[config.mk]
export PLATFORM = sky130hd
export DESIGN_NAME = fetch_decode_ctrl
export DESIGN_NICKNAME = d
export VERILOG_FILES = /design/src/rtl/fetch_decode_ctrl.sv
export SDC_FILE = /design/constraint.sdc
export NUM_CORES = 1
export LEC_CHECK = 0
export ABC_AREA = 1
export BUFFER_PORTS_ARGS = -buffer_cell sky130_fd_sc_hd__buf_2
export CORE_MARGIN = 8
export CORE_UTILIZATION = 30
export CTS_CLUSTER_DIAMETER = 40
export DETAILED_ROUTE_END_ITERATION = 6
export GPL_ROUTABILITY_DRIVEN = 0
export GPL_TIMING_DRIVEN = 0
export HOLD_SLACK_MARGIN = 0.03
export SLEW_MARGIN = 20
export SYNTH_ARGS = -nofsm -noshare
export SYNTH_HDL_FRONTEND = slang
export SYNTH_SLANG_ARGS = --single-unit
[constraint.sdc]
create_clock -name clk -period 2.5 [get_ports clk]
set_input_delay 0 -clock clk [delete_from_list [all_inputs] [get_ports clk]]
set_output_delay 0 -clock clk [all_outputs]
set_load 0.02 [all_outputs]
[src/rtl/fetch_decode_ctrl.sv]
// IF/ID pipeline register with load/branch-operand stall, ID-stage branch resolution and squash of the fall-through slot.
// Build option DELAY_SLOT_EN: keep the instruction fetched after a taken branch (DLX delay slot) instead of squashing it.
module fetch_decode_ctrl (
    input  logic        clk,
    input  logic        reset,
    input  logic [31:0] InstrIn,
    input  logic [31:0] PCIn,
    input  logic [31:0] RegA,
    input  logic        ExWrEn,
    input  logic [4:0]  ExRd,
    input  logic        ExIsLoad,
    output logic        Branch,
    output logic [31:0] BranchPC,
    output logic        stall,
    output logic [31:0] InstrOut,
    output logic [31:0] PCOut,
    output logic        Valid,
    output logic [15:0] BranchCount,
    output logic [15:0] StallCount
);
    typedef enum logic [1:0] {
        RUN    = 2'd0,
        STALL  = 2'd1,
        SQUASH = 2'd2
    } state_e;

    localparam logic [5:0] OP_J    = 6'h02;
    localparam logic [5:0] OP_JAL  = 6'h03;
    localparam logic [5:0] OP_BEQZ = 6'h04;
    localparam logic [5:0] OP_BNEZ = 6'h05;
    localparam logic [5:0] OP_JR   = 6'h12;
    localparam logic [5:0] OP_JALR = 6'h13;

    state_e      state_q, state_d;
    logic [31:0] instr_q, instr_d;
    logic [31:0] pc_q, pc_d;
    logic        valid_q, valid_d;
    logic [15:0] br_cnt_q, br_cnt_d;
    logic [15:0] st_cnt_q, st_cnt_d;

    logic [5:0]  opcode;
    logic [4:0]  rs1, rs2;
    logic        taken, rs1_early;
    logic        load_hazard, ctrl_hazard;
    logic [31:0] target;

    assign opcode = instr_q[31:26];
    assign rs1    = instr_q[25:21];
    assign rs2    = instr_q[20:16];

    // NOTE: every always_comb output is given a default first; any path that skipped one would infer a latch.
    always_comb begin
        taken     = 1'b0;
        rs1_early = 1'b0;
        target    = 32'h0;
        case (opcode)
            OP_BEQZ: begin
                taken     = (RegA == 32'h0);
                rs1_early = 1'b1;
                target    = pc_q + 32'd4 + {{16{instr_q[15]}}, instr_q[15:0]};
            end
            OP_BNEZ: begin
                taken     = (RegA != 32'h0);
                rs1_early = 1'b1;
                target    = pc_q + 32'd4 + {{16{instr_q[15]}}, instr_q[15:0]};
            end
            OP_J, OP_JAL: begin
                taken  = 1'b1;
                target = pc_q + 32'd4 + {{6{instr_q[25]}}, instr_q[25:0]};
            end
            OP_JR, OP_JALR: begin
                taken     = 1'b1;
                rs1_early = 1'b1;
                target    = RegA;
            end
            default: ;
        endcase
    end

    // Branches read rs1 in ID, so any EX writer of rs1 must finish first; loads block both sources.
    assign load_hazard = valid_q && ExIsLoad && (ExRd != 5'd0) && ((ExRd == rs1) || (ExRd == rs2));
    assign ctrl_hazard = valid_q && rs1_early && ExWrEn && (ExRd != 5'd0) && (ExRd == rs1);

    assign stall       = load_hazard || ctrl_hazard;
    assign Branch      = taken && valid_q && !stall;
    assign BranchPC    = Branch ? target : 32'h0;
    assign InstrOut    = instr_q;
    assign PCOut       = pc_q;
    assign Valid       = valid_q;
    assign BranchCount = br_cnt_q;
    assign StallCount  = st_cnt_q;

    always_comb begin
        state_d  = state_q;
        instr_d  = instr_q;
        pc_d     = pc_q;
        valid_d  = valid_q;
        br_cnt_d = br_cnt_q;
        st_cnt_d = st_cnt_q;

        case (state_q)
            RUN, STALL: begin
`ifdef DELAY_SLOT_EN
                state_d = stall ? STALL : RUN;
`else
                if (Branch) begin
                    state_d = SQUASH;
                end else begin
                    state_d = stall ? STALL : RUN;
                end
`endif
            end
            SQUASH:  state_d = RUN;
            default: state_d = RUN;
        endcase

        // The edge that enters SQUASH replaces the fall-through fetch with a bubble.
        if (state_d == SQUASH) begin
            instr_d = 32'h0;
            pc_d    = PCIn;
            valid_d = 1'b0;
        end else if (!stall) begin
            instr_d = InstrIn;
            pc_d    = PCIn;
            valid_d = 1'b1;
        end

        if (Branch && (br_cnt_q != 16'hFFFF)) begin
            br_cnt_d = br_cnt_q + 16'd1;
        end
        if (stall && (st_cnt_q != 16'hFFFF)) begin
            st_cnt_d = st_cnt_q + 16'd1;
        end
    end

    // NOTE: sequential state uses non-blocking assignments so every register samples pre-edge values.
    always_ff @(posedge clk or posedge reset) begin
        if (reset) begin
            state_q  <= RUN;
            instr_q  <= 32'h0;
            pc_q     <= 32'h0;
            valid_q  <= 1'b0;
            br_cnt_q <= 16'h0;
            st_cnt_q <= 16'h0;
        end else begin
            state_q  <= state_d;
            instr_q  <= instr_d;
            pc_q     <= pc_d;
            valid_q  <= valid_d;
            br_cnt_q <= br_cnt_d;
            st_cnt_q <= st_cnt_d;
        end
    end

endmodule

[Word level (Yosys, flattened, before mapping)]
Cells that the tools add are included.
Word-level totals
  logic and storage cells: 61
  output and inout bits: 131
  register bits after elaboration: 99
Cells by class
  mux-type cells: 13
  reductions and logical operators: 24
  equality and inequality tests: 13
  $add $sub $neg: 5
Operator list (count)
  $mux W32: 5
  $pmux W32 S3: 1
  $add A32 B32 Y32: 2
  $add A16 B1 Y16 const B: 2
  $add A32 B3 Y32 const B: 1
  $logic_not A32 Y1: 1
  $ne A16 B16 Y1 const B: 2
  $reduce_bool A32 Y1: 1
  $eq A6 B2 Y1 const B: 2
  $eq A6 B3 Y1 const B: 2
  $eq A6 B5 Y1 const B: 2
  $logic_and A1 B1 Y1: 11
  $eq A5 B5 Y1: 2
  $reduce_or A2 Y1: 4
  $reduce_or A4 Y1: 2
  $reduce_bool A5 Y1: 1
  $mux W1: 4
  $mux W2: 2
  $pmux W1 S3: 1
  $eq A2 B1 Y1 const B: 1
  $eq A2 B2 Y1 const B: 1
  $logic_not A2 Y1: 1
  $logic_or A1 B1 Y1: 2
  $ne A2 B1 Y1 const B: 1
  $logic_not A1 Y1: 1

[Depth between registers and ports, before layout]
  depth in word-level cells: 14
  depth in mapped cells: 22
  mapped depth without buffers: 22

[Least setup slack after synthesis]
Ideal clock, no wire load.
  kind: register to output
  start: register pc_q[3] (netlist: PCOut[3])
  end: output BranchPC[31]
  arrival: 2.967 ns
  slack: -0.467 ns
  cell stages (with the launch flop): 22
  path through: dfrtp_1 > ha_1 > nand3_1 > inv_1 > nand2_1 > nor2_1 > nand4_1 > nor2_1 > nand3b_1 > xor2_1 > inv_1 > ha_1 > inv_1 > nor3_1 > nand2_1 > inv_1 > nand2_1 > nand2_1 > a21oi_1 > nand2_1 > nand3_1 > a21oi_2
On the way
  word-level cells in the longest chain between the ends: 4
  elaborated cells between the ends (all ways): 5
  classes of those cells: add/sub: 3; mux: 2
Ends and longest elaborated chain
  start: declaration: RTL line 36  | logic [31:0] pc_q, pc_d;
  start signal: assignment: RTL line 148  | pc_q <= pc_d;
  $add A32 B3 Y32 *: RTL line 60, 65, 69
  $add A32 B32 Y32 (on tied branches): RTL line 69, 60, 65
  $pmux W32 S3 *: RTL line 56  | case (opcode)
  $mux W32 *: RTL line 86  | assign BranchPC = Branch ? target : 32'h0;
  end: declaration: RTL line 13  | output logic [31:0] BranchPC,
Every way passes the cells marked *; elsewhere a longest branch is shown, timed or not.

[Worst setup path in the final report]
  start: register pc_q[3] (netlist: PCOut[3])
  end: output BranchPC[28]
The elaborated chain is that of the path after synthesis.

==> flow_metrics.py <==
metrics = {
    "status": {
        "status": "finished with violations",
        "violations": "negative setup slack",
    },
    "placement": {
        "dp_hpwl_mm": 26.7,
        "io_buffers": 235,
        "place_area_mm2": 0.0105,
        "dpl_worst_slack_ps": -710,
    },
    "detailed_routing": {
        "drtIter0Drc": 467,
        "dr.pass1.iters": 7,
        "vias": 9859,
        "totalWireLength_mm": 33.6,
        "avgViaCountPerCell": 4.80,
        "ant_nets": 0,
        "drc": 0,
        "routedWlPerCell_um": 16.3,
    },
    "synthesis": {
        "syn-cell-area_mm2": 0.00839,
        "synth.avg_cell_area_um2": 6.44,
        "synth_fp_nets": 1447,
        "yosysMostFrequentCell": "nand2_1",
        "synth_edf_count": 0,
        "synth_area_leaders": "dfrtp_1 (29%), nand2_1 (22%), nand3_1 (7.3%)",
        "yosysTopAreaCellShare_pct": 29.2,
        "ys.flop_type": "dfrtp_1",
        "ys.warnings.count": 0,
        "netlist_instances": 1303,
        "yosys.cell_types.count": 41,
        "yosysTopAreaCell": "dfrtp_1",
        "synth_commonest_cells": "nand2_1 (482), inv_1 (154), nand3_1 (123)",
        "async_flop_share_pct": 100,
        "yosys_register_bits": 98,
        "seq_area_frac_synth_pct": 29.2,
    },
    "cts": {
        "htree_levels": 3,
        "clk_pin_slew_worst_paths_ps": 80,
        "clock_latency_ps": 360,
        "clk_path_buf_depth": 2,
        "cts_root_buf": "clkbuf_16",
        "clock_sinks": 98,
        "numCtsBuffers": 9,
        "cts_tree": "yes",
    },
    "timing": {
        "final.setup.worst_slack_ps": -755,
        "hold_viol_final": 0,
        "min_period_ps": 3250,
        "tightest_slew_ps": 522,
        "finalSetupViolCount": 26,
        "fin_crit_sh_pct": 130,
        "fmax_mhz": 307,
        "rsz0062_at_grt": "yes",
        "drv_slew": 0,
        "relSlewSlack_pct": 65.1,
        "finalClockSkew_ps": 13.4,
        "hold_slack_ps": 239,
    },
    "global_route": {
        "grt.total_usage_pct": 19.5,
        "grtUsageMet3_pct": 4.61,
        "grt_pass1_vias": 9555,
        "overflow": 0,
        "busiest_layer": "met2",
        "grt_max_degree": 32,
        "met2_usage_pct": 32.1,
        "met1_usage_pct": 24.6,
        "grt_pass1_wl_mm": 51.6,
        "antenna_found_initial": 5,
    },
    "worst_setup_path": {
        "timing.rr.start": "StallCount[0]$_DFFE_PP0P_",
        "critPathSlowestCell": "dfrtp_2",
        "cp_top_family": "simple AND/OR/NAND/NOR gates",
        "cp.arrival_ps": 3250,
        "timing.rr.end": "StallCount[12]$_DFFE_PP0P_",
        "cp_cell_sequence": "nand2_1, nor2_4, nand2_4, nor4_2, xor2_1, ha_1, nand2_1, inv_1, a21oi_2, o21ai_2, a21oi_1, nand2_1, nand2_1, nand3_2, a21oi_4, buf_6",
        "crit_path_frequent_cell": "nand2_1",
        "r2r_cells": 9,
        "worst-path-buf-inv": 2,
        "critical_path_required_ps": 2500,
        "worst-path-stages": 16,
        "critPathLaunchType": "register",
        "rrSetupSlack_ps": 430,
        "end_kind": "output pin",
        "path_max_fanout": 5,
        "crit_type": "reg -> out",
        "slowest_delay_ps": 420,
    },
    "die": {
        "die_y_um": 183,
        "io_pins": 236,
        "die_x_um": 183,
        "core_mm2": 0.0277,
        "rows": 61,
        "die-area_mm2": 0.0336,
        "start_util_pct": 30.3,
    },
    "run": {
        "maxCapViolCount": 0,
    },
    "pwr": {
        "p_leak_nw": 6.29,
        "peakVddDrop_uv": 442,
        "p_per_area_mw_per_mm2": 561,
    },
    "final_layout": {
        "nets": 1813,
        "syn_to_final_growth_pct": 50.0,
        "drive_above_1_share_pct": 32.9,
        "final_area_mm2": 0.0126,
    },
    "min_path": {
        "hp-class": "in -> async",
    },
}
sequential cells by signal, summed over array words and instances (netlist names):
register and flops:
Valid 1, state_q 1, BranchCount 16, StallCount 16, PCOut 32, InstrOut 32
through the flow:
step                      total power [mW]  cells  util (%)  setup TNS [ps]
after detailed placement              5.01   1919      37.7          -10660
after global placement                4.97   1916      37.5          -10410
after CTS                             6.90   2044      44.3          -14730
final                                 7.05   2053      45.4          -14780
after floorplan                       4.06   1303         -           -1140
after global routing                  7.53   2052      45.4          -20160
routing by layer:
metal	wire length [um]	vias to the layer above
li1	-	4890
met1	14400	4580
met2	15500	321
met3	2650	60
met4	918	8
met5	55	-
cell type report:
cell class | count | area (um2)
antenna | 1 | 2.50
buffer | 31 | 213
clock buffer | 9 | 225
clock inverter | 7 | 60.1
fill | 2808 | 15100
inverter | 157 | 606
multi-input combinational | 1017 | 6130
sequential | 98 | 2470
tap | 378 | 473
timing repair buffer | 355 | 2400
power breakdown:
group          internal, mW  switching [mW]  total, mW
logic                  1.39            2.16       3.55
registers              1.80           0.326       2.13
clock network         0.692           0.683       1.37
cell families after synthesis:
| family | share of synthesized area [%] |
|---|---|
| buffers and inverters | 9.62 |
| AOI/OAI and AO/OA | 9.35 |
| DFF | 29.2 |
| xor gates and xnor gates | 6.05 |
| and+or+nand+nor | 39.9 |
| adders and majority gates | 5.90 |
timing repair:
item,CTS,global route
buffers inserted,44,8
gates resized for setup,153,47
endpoints found under the hold margin,83,0
endpoints found under the setup margin,32,32
hold buffers,65,0
pin swaps,58,25
worst reg2reg max path: cells and delay by family, from the launching register on:
| kind | cells | cell delay [ps] |
|---|---|---|
| adders and majority gates | 1 | 270 |
| buffers and inverters | 2 | 220 |
| and+or+nand+nor | 6 | 1020 |
| DFF | 1 | 450 |
how the worst max path moves through the flow:
stage                     startpoint  slack [ps]            to
2_1_floorplan  PCOut[11]$_DFFE_PP0P_        -200  BranchPC[31]
3_3_place_gp   PCOut[17]$_DFFE_PP0P_        -720  BranchPC[31]
3_5_place_dp   PCOut[17]$_DFFE_PP0P_        -710  BranchPC[31]
4_1_cts         PCOut[2]$_DFFE_PP0P_        -750  BranchPC[31]
5_1_grt         PCOut[3]$_DFFE_PP0P_        -970  BranchPC[28]
6_report        PCOut[3]$_DFFE_PP0P_        -750  BranchPC[28]
cell usage in the layout (no fill, tap or decap), drive strengths merged:
| master | instances |
|---|---|
| buf | 316 |
| o21ai | 55 |
| and2 | 1 |
| nand3b | 3 |
| clkbuf | 14 |
| or2 | 7 |
| ha | 38 |
| a22oi | 2 |
| nand3 | 126 |
| a32oi | 3 |
| diode | 1 |
| clkinvlp | 4 |
| nor3 | 21 |
| inv | 159 |
| a21boi | 2 |
| and3 | 1 |
| xor2 | 44 |
| nand4 | 23 |
| o21bai | 7 |
| nor2 | 116 |
| a21o | 4 |
| fa | 1 |
| nor4 | 9 |
| dfrtp | 98 |
| dlygate4sd3 | 65 |
| xnor2 | 14 |
| clkinv | 1 |
| a21oi | 55 |
| nand2 | 485 |
Note: power is estimated with default switching activity, not from simulation.
